<file path="config.mk">
export PLATFORM = sky130hd
export DESIGN_NAME = uart_rx
export DESIGN_NICKNAME = d
export VERILOG_FILES = /design/src/rtl/uart_pkg.sv /design/src/rtl/uart_rx_sampler.sv /design/src/rtl/uart_rx.sv
export SDC_FILE = /design/constraint.sdc
export NUM_CORES = 1
export LEC_CHECK = 0
export ABC_AREA = 1
export BUFFER_PORTS_ARGS = -buffer_cell sky130_fd_sc_hd__buf_2
export CELL_PAD_IN_SITES_DETAIL_PLACEMENT = 0
export CELL_PAD_IN_SITES_GLOBAL_PLACEMENT = 1
export CORE_MARGIN = 5
export CORE_UTILIZATION = 27
export DETAILED_ROUTE_END_ITERATION = 10
export GPL_ROUTABILITY_DRIVEN = 0
export HOLD_SLACK_MARGIN = 0.08
export PLACE_DENSITY = 0.55
export SYNTH_ARGS = -nofsm -noshare
export SYNTH_HDL_FRONTEND = slang
export SYNTH_SLANG_ARGS = --single-unit
</file>
<file path="constraint.sdc">
create_clock -name clk -period 2.4 [get_ports clk]
set_input_delay 0 -clock clk [delete_from_list [all_inputs] [get_ports clk]]
set_output_delay 0 -clock clk [all_outputs]
set_load 0.01 [all_outputs]
</file>
<file path="src/rtl/uart_pkg.sv">
// uart_pkg: shared frame constants, FSM encoding and parity rule for the UART blocks.
package uart_pkg;
    localparam int DATA_W = 8;

    typedef enum logic [2:0] {IDLE, START, DATA, PARITY, STOP} state_t;

    function automatic logic par_calc(input logic [DATA_W-1:0] data, input logic typ);
        return typ ? ^data : ~^data;
    endfunction
endpackage

</file>
<file path="src/rtl/uart_rx_sampler.sv">
// uart_rx_sampler: per-bit edge counter with three mid-bit samples and majority vote.
module uart_rx_sampler #(
    parameter int PRESCALE = 8
) (
    input  logic clk,
    input  logic reset,
    input  logic rx,
    input  logic start,
    input  logic run,
    output logic bit_val,
    output logic bit_end,
    output logic mid_done
);
    localparam int W = $clog2(PRESCALE);
    localparam logic [W-1:0] M = W'(PRESCALE / 2);
    localparam logic [W-1:0] LAST = W'(PRESCALE - 1);

    logic [W-1:0] edge_cnt;
    logic [2:0]   smp;
    logic         third;

    assign bit_end  = edge_cnt == LAST;
    assign mid_done = edge_cnt == M + 1'b1;
    // The stop bit is judged on its last sample tick, so the live line stands in for the third sample.
    assign third    = mid_done ? rx : smp[2];
    assign bit_val  = (smp[0] & smp[1]) | (smp[0] & third) | (smp[1] & third);

    always_ff @(posedge clk or posedge reset) begin
        if (reset) begin
            edge_cnt <= '0;
            smp      <= '0;
        end else begin
            edge_cnt <= start ? W'(1) : (run && !bit_end) ? edge_cnt + 1'b1 : '0;
            if (edge_cnt == M - 1'b1) smp[0] <= rx;
            if (edge_cnt == M) smp[1] <= rx;
            if (mid_done) smp[2] <= rx;
        end
    end
endmodule

</file>
<file path="src/rtl/uart_rx.sv">
// uart_rx: oversampling UART receiver; frame FSM, LSB-first shifter and parity/stop error strobes.
module uart_rx
    import uart_pkg::*;
#(
    parameter int PRESCALE = 8
) (
    input  logic              clk,
    input  logic              reset,
    input  logic              RX_IN,
    input  logic              PAR_EN,
    input  logic              PAR_TYP,
    output logic [DATA_W-1:0] P_DATA,
    output logic              DATA_VALID,
    output logic              PAR_ERR,
    output logic              STP_ERR,
    output logic              Busy
);
    localparam int BW = $clog2(DATA_W);
    localparam logic [BW-1:0] LAST_BIT = BW'(DATA_W - 1);

    state_t            state;
    logic [BW-1:0]     bit_cnt;
    logic [DATA_W-1:0] shift;
    logic              armed, par_bad, en_l, typ_l;
    logic              bit_val, bit_end, mid_done, start, run;

    // armed blocks start detection until the line has been seen idle high.
    assign start = state == IDLE && !RX_IN && armed;
    assign run   = state != IDLE && !(state == STOP && mid_done);

    uart_rx_sampler #(.PRESCALE(PRESCALE)) u_sampler (
        .clk      (clk),
        .reset    (reset),
        .rx       (RX_IN),
        .start    (start),
        .run      (run),
        .bit_val  (bit_val),
        .bit_end  (bit_end),
        .mid_done (mid_done)
    );

    always_ff @(posedge clk or posedge reset) begin
        if (reset) begin
            state      <= IDLE;
            bit_cnt    <= '0;
            shift      <= '0;
            armed      <= 1'b0;
            par_bad    <= 1'b0;
            en_l       <= 1'b0;
            typ_l      <= 1'b0;
            P_DATA     <= '0;
            DATA_VALID <= 1'b0;
            PAR_ERR    <= 1'b0;
            STP_ERR    <= 1'b0;
            Busy       <= 1'b0;
        end else begin
            DATA_VALID <= 1'b0;
            PAR_ERR    <= 1'b0;
            STP_ERR    <= 1'b0;
            case (state)
                IDLE: begin
                    if (RX_IN) armed <= 1'b1;
                    if (start) begin
                        state   <= START;
                        en_l    <= PAR_EN;
                        typ_l   <= PAR_TYP;
                        par_bad <= 1'b0;
                        Busy    <= 1'b1;
                    end
                end
                START: if (bit_end) begin
                    state   <= bit_val ? IDLE : DATA;
                    Busy    <= !bit_val;
                    bit_cnt <= '0;
                end
                DATA: if (bit_end) begin
                    shift[bit_cnt] <= bit_val;
                    bit_cnt        <= bit_cnt + 1'b1;
                    if (bit_cnt == LAST_BIT) state <= en_l ? PARITY : STOP;
                end
                PARITY: if (bit_end) begin
                    par_bad <= bit_val != par_calc(shift, typ_l);
                    state   <= STOP;
                end
                STOP: if (mid_done) begin
                    state      <= IDLE;
                    armed      <= 1'b1;
                    Busy       <= 1'b0;
                    DATA_VALID <= bit_val && !par_bad;
                    PAR_ERR    <= par_bad;
                    STP_ERR    <= !bit_val;
                    if (bit_val && !par_bad) P_DATA <= shift;
                end
                default: state <= IDLE;
            endcase
        end
    end
endmodule
</file>
==> summary.md <==
| Metric | Value |
|---|---|
| Share of cells above drive strength 1 | `0.237` |
| Estimated wirelength of the detail-placed design | `between 2000 and 3000 microns` |
| Peak VDD IR | `approximately 310 uV` |
| Worst path required time | `between 2000 and 3000 ps` |
| Place WS | `688 ps` |
| Rel. slew slack | `0.667` |
| Max-Cap Viols | `0` |
| Critical Path Source Type | `flip-flop` |
| Synthesized Nets | `236` |
| Final hold vios | `0` |
| Final setup fails | `0` |
| Number of setup buffers added after CTS | `0` |
| Status | `completed` |
| Final min period | `1700 ps` |
| Cells taking the most area after synthesis | `dfrtp_1 (47%), nand2_1 (11%), inv_1 (6.3%), ha_1 (4.6%), nand2_2 (3.9%)` |
| Antenna violations before repair | `0` |
| Mapped Area | `about 1900 sq um` |
| Setup TNS | `0 ps` |
| Setup CP Type | `flip-flop to flip-flop` |
| Die ar. | `8880 sq um` |
| IO Port Bufs | `16` |
| Largest net degree at the start of global routing | `16` |
| GR Overflow Total | `0` |
| Leakage | `1.14 nW` |
| Starting density of the core | `0.279` |
| Yosys warns | `0` |
| Clk slew on worst S/H paths | `approximately 70 ps` |
| TritonCTS clock tree | `yes` |
| Top cell type's share of synthesized area | `0.470` |
| Die Height | `94.3 microns` |
| Yosys reg bits | `36` |
| Clock tree buffer depth | `2` |
| Worst Tran Pin Value | `499 ps` |
| Cells after Synth | `224` |
| # rows | `30` |
| TritonRoute pass-1 iters | `4` |
| Unrepaired setup endpoints after global routing | `false` |
| Power Total | `2.34 mW` |
| Fin nets | `264` |
| Core ar. | `6870 sq um` |
| Hold crit path type | `input pin to asynchronous set/reset pin` |
| Post-synthesis sequential area ratio | `0.470` |
| Power per cell area | `1040 nW/um^2` |
| Crit. End Element | `flip-flop` |
| Die span in x | `94.3 microns` |
| # DRC | `0` |
| P&R area growth vs syn | `17.4%` |
| Filler cell count | `745` |
| Wire per inst | `approximately 11 microns` |
| Diodes inserted | `0` |
| Worst setup margin | `704 ps` |
| CTS Root Cell | `clkbuf_8` |
| Most area-hungry cell type in the Yosys netlist | `dfrtp_1` |
| H-Tree Depth | `2` |
| Critical Path AT | `1870 ps` |
| Clk Latency, worst-skew pair | `280 ps` |
| Post-Route WL | `around 3800 microns` |
| Remaining antenna violation count | `0` |
| Clk sinks | `36` |
| Fin crit share | `0.707` |
| CP max FO | `15` |
| Vias in the first global route | `1347` |
| Total Routing Usage GR | `0.0959` |
| Syn Area/Cell | `8.56 sq um` |
| Fmax | `590 MHz` |
| Vias per Instance | `4.11` |
| CTS Buf Count | `5` |
| Clock skew | `8.76 ps` |
| I/O pin count | `17` |
| Unique masters post-synth | `28` |
| DRT iter0 DRCs | `70` |
| Slew Limit Fails | `0` |
| Global-route wire length before repair | `~6600 microns` |
| Vias | `1434` |
==> where the power goes <==
part	switching, mW	total [mW]	leakage (nW)	internal, mW
combinational	0.646	1.02	0.679	0.369
clock	0.207	0.441	0.0455	0.234
sequential	0.114	0.882	0.414	0.768
total	0.966	2.34	1.14	1.37
==> per-layer routing <==
| layer | vias to the layer above | wire [microns] | GRT usage |
|---|---|---|---|
| met5 | - | 0 | 0 |
| met4 | 0 | 50 | 0.0325 |
| met3 | 5 | 148 | 0.0280 |
| met2 | 16 | 1540 | 0.134 |
| met1 | 638 | 2070 | 0.140 |
| li1 | 775 | - | - |
==> final timing paths <==
check,depth (start not counted),slack (ps),endpoint,from
max in group asynchronous,4,1550,shift[7],reset
hold reg to reg,2,480,P_DATA[7],P_DATA[7]
hold / removal,3,280,u_sampler.edge_cnt[0],reset
setup / recovery,11,700,P_DATA[4],u_sampler.edge_cnt[1]
min in group clk,2,480,P_DATA[7],P_DATA[7]
setup reg to reg,11,700,P_DATA[4],u_sampler.edge_cnt[1]
==> synthesized netlist by cell type <==
library cell	instances
nand2_1	54
dfrtp_1	36
inv_1	32
a21oi_1	13
nor2_1	13
nand2_2	12
a31oi_1	9
nand3_1	8
ha_1	7
o21ai_2	7
o21ai_0	6
nor2_4	4
inv_2	3
nor2_2	3
nand3_2	2
o21ai_1	2
o22ai_1	2
a21boi_4	1
buf_6	1
nand2_4	1
nand3_4	1
nand3b_1	1
nor3_1	1
nor3_2	1
o211ai_1	1
o21bai_1	1
or2_2	1
xnor2_1	1
==> worst max-delay path, cell delays in order (launching register included) <==
cell     delay [ps]
dfrtp_1         380
inv_1            70
ha_1            190
nand2_1          90
nand2_1          90
nand2_2          80
nand2_1          80
nand2_2          70
nand2_2         300
inv_1           120
nand2_1          80
nand2_1          40
==> cells by family after synthesis <==
family,after synthesis,share of synthesized area
AOI/OAI and AO/OA,42,0.140
xor gates and xnor gates,1,0.00457
adders and majority gates,7,0.0457
buffers and inverters,36,0.0744
DFF,36,0.470
and+or+nand+nor,102,0.265
==> cell type report <==
cell class,count,area [sq um],share of cell area
flip-flops and latches,36,901,0.400
clock buffers,8,90.1,0.0400
well taps,96,120,0.0534
repair buffers,22,135,0.0600
multi-input cells,152,873,0.388
inverters,35,131,0.0584
==> cells in the final DEF, fill, tap and decap left out <==
master | synthesis | layout
o21bai_1 | 1 | 1
o21ai_1 | 2 | 2
inv_1 | 32 | 32
nor2_4 | 4 | 4
nand3_2 | 2 | 2
clkbuf_1 | 0 | 2
nor2_2 | 3 | 3
nand2_4 | 1 | 1
clkbuf_8 | 0 | 6
nor2_1 | 13 | 13
ha_1 | 7 | 7
buf_4 | 0 | 2
nor3_2 | 1 | 1
nand2_2 | 12 | 12
dfrtp_1 | 36 | 36
a21oi_1 | 13 | 13
o21ai_2 | 7 | 7
o22ai_1 | 2 | 2
buf_2 | 0 | 16
o211ai_1 | 1 | 1
nand2_1 | 54 | 54
nand3_1 | 8 | 8
xnor2_1 | 1 | 1
nor3_1 | 1 | 1
inv_2 | 3 | 3
nand3b_1 | 1 | 1
a31oi_1 | 9 | 9
o21ai_0 | 6 | 6
a21boi_4 | 1 | 1
dlygate4sd3_1 | 0 | 4
nand3_4 | 1 | 1
or2_2 | 1 | 1
==> through the flow <==
step | utilization | area, sq um | hold slack [ps] | std cells
6_report | 0.328 | 2250 | 278 | 349
5_1_grt | 0.328 | 2250 | 335 | 349
4_1_cts | 0.328 | 2250 | 297 | 349
2_1_floorplan | - | 1920 | 135 | 224
3_3_place_gp | 0.309 | 2120 | 51.9 | 337
3_5_place_dp | 0.309 | 2120 | 57.0 | 337
==> flip-flops by register name (all words and copies together), names as in the netlist <==
signal and count:
bit_cnt 3, par_bad 1, shift 8, DATA_VALID 1, STP_ERR 1, armed 1, P_DATA 8, en_l 1
u_sampler.edge_cnt 3, Busy 1, state 3, u_sampler.smp 3, PAR_ERR 1, typ_l 1
==> what timing repair did <==
item / CTS / global route
hold buffers: 4 / 0
endpoints found under the hold margin: 16 / 0
gates resized for setup: 0 / 0
No activity file was read; power rests on OpenSTA's default activity.
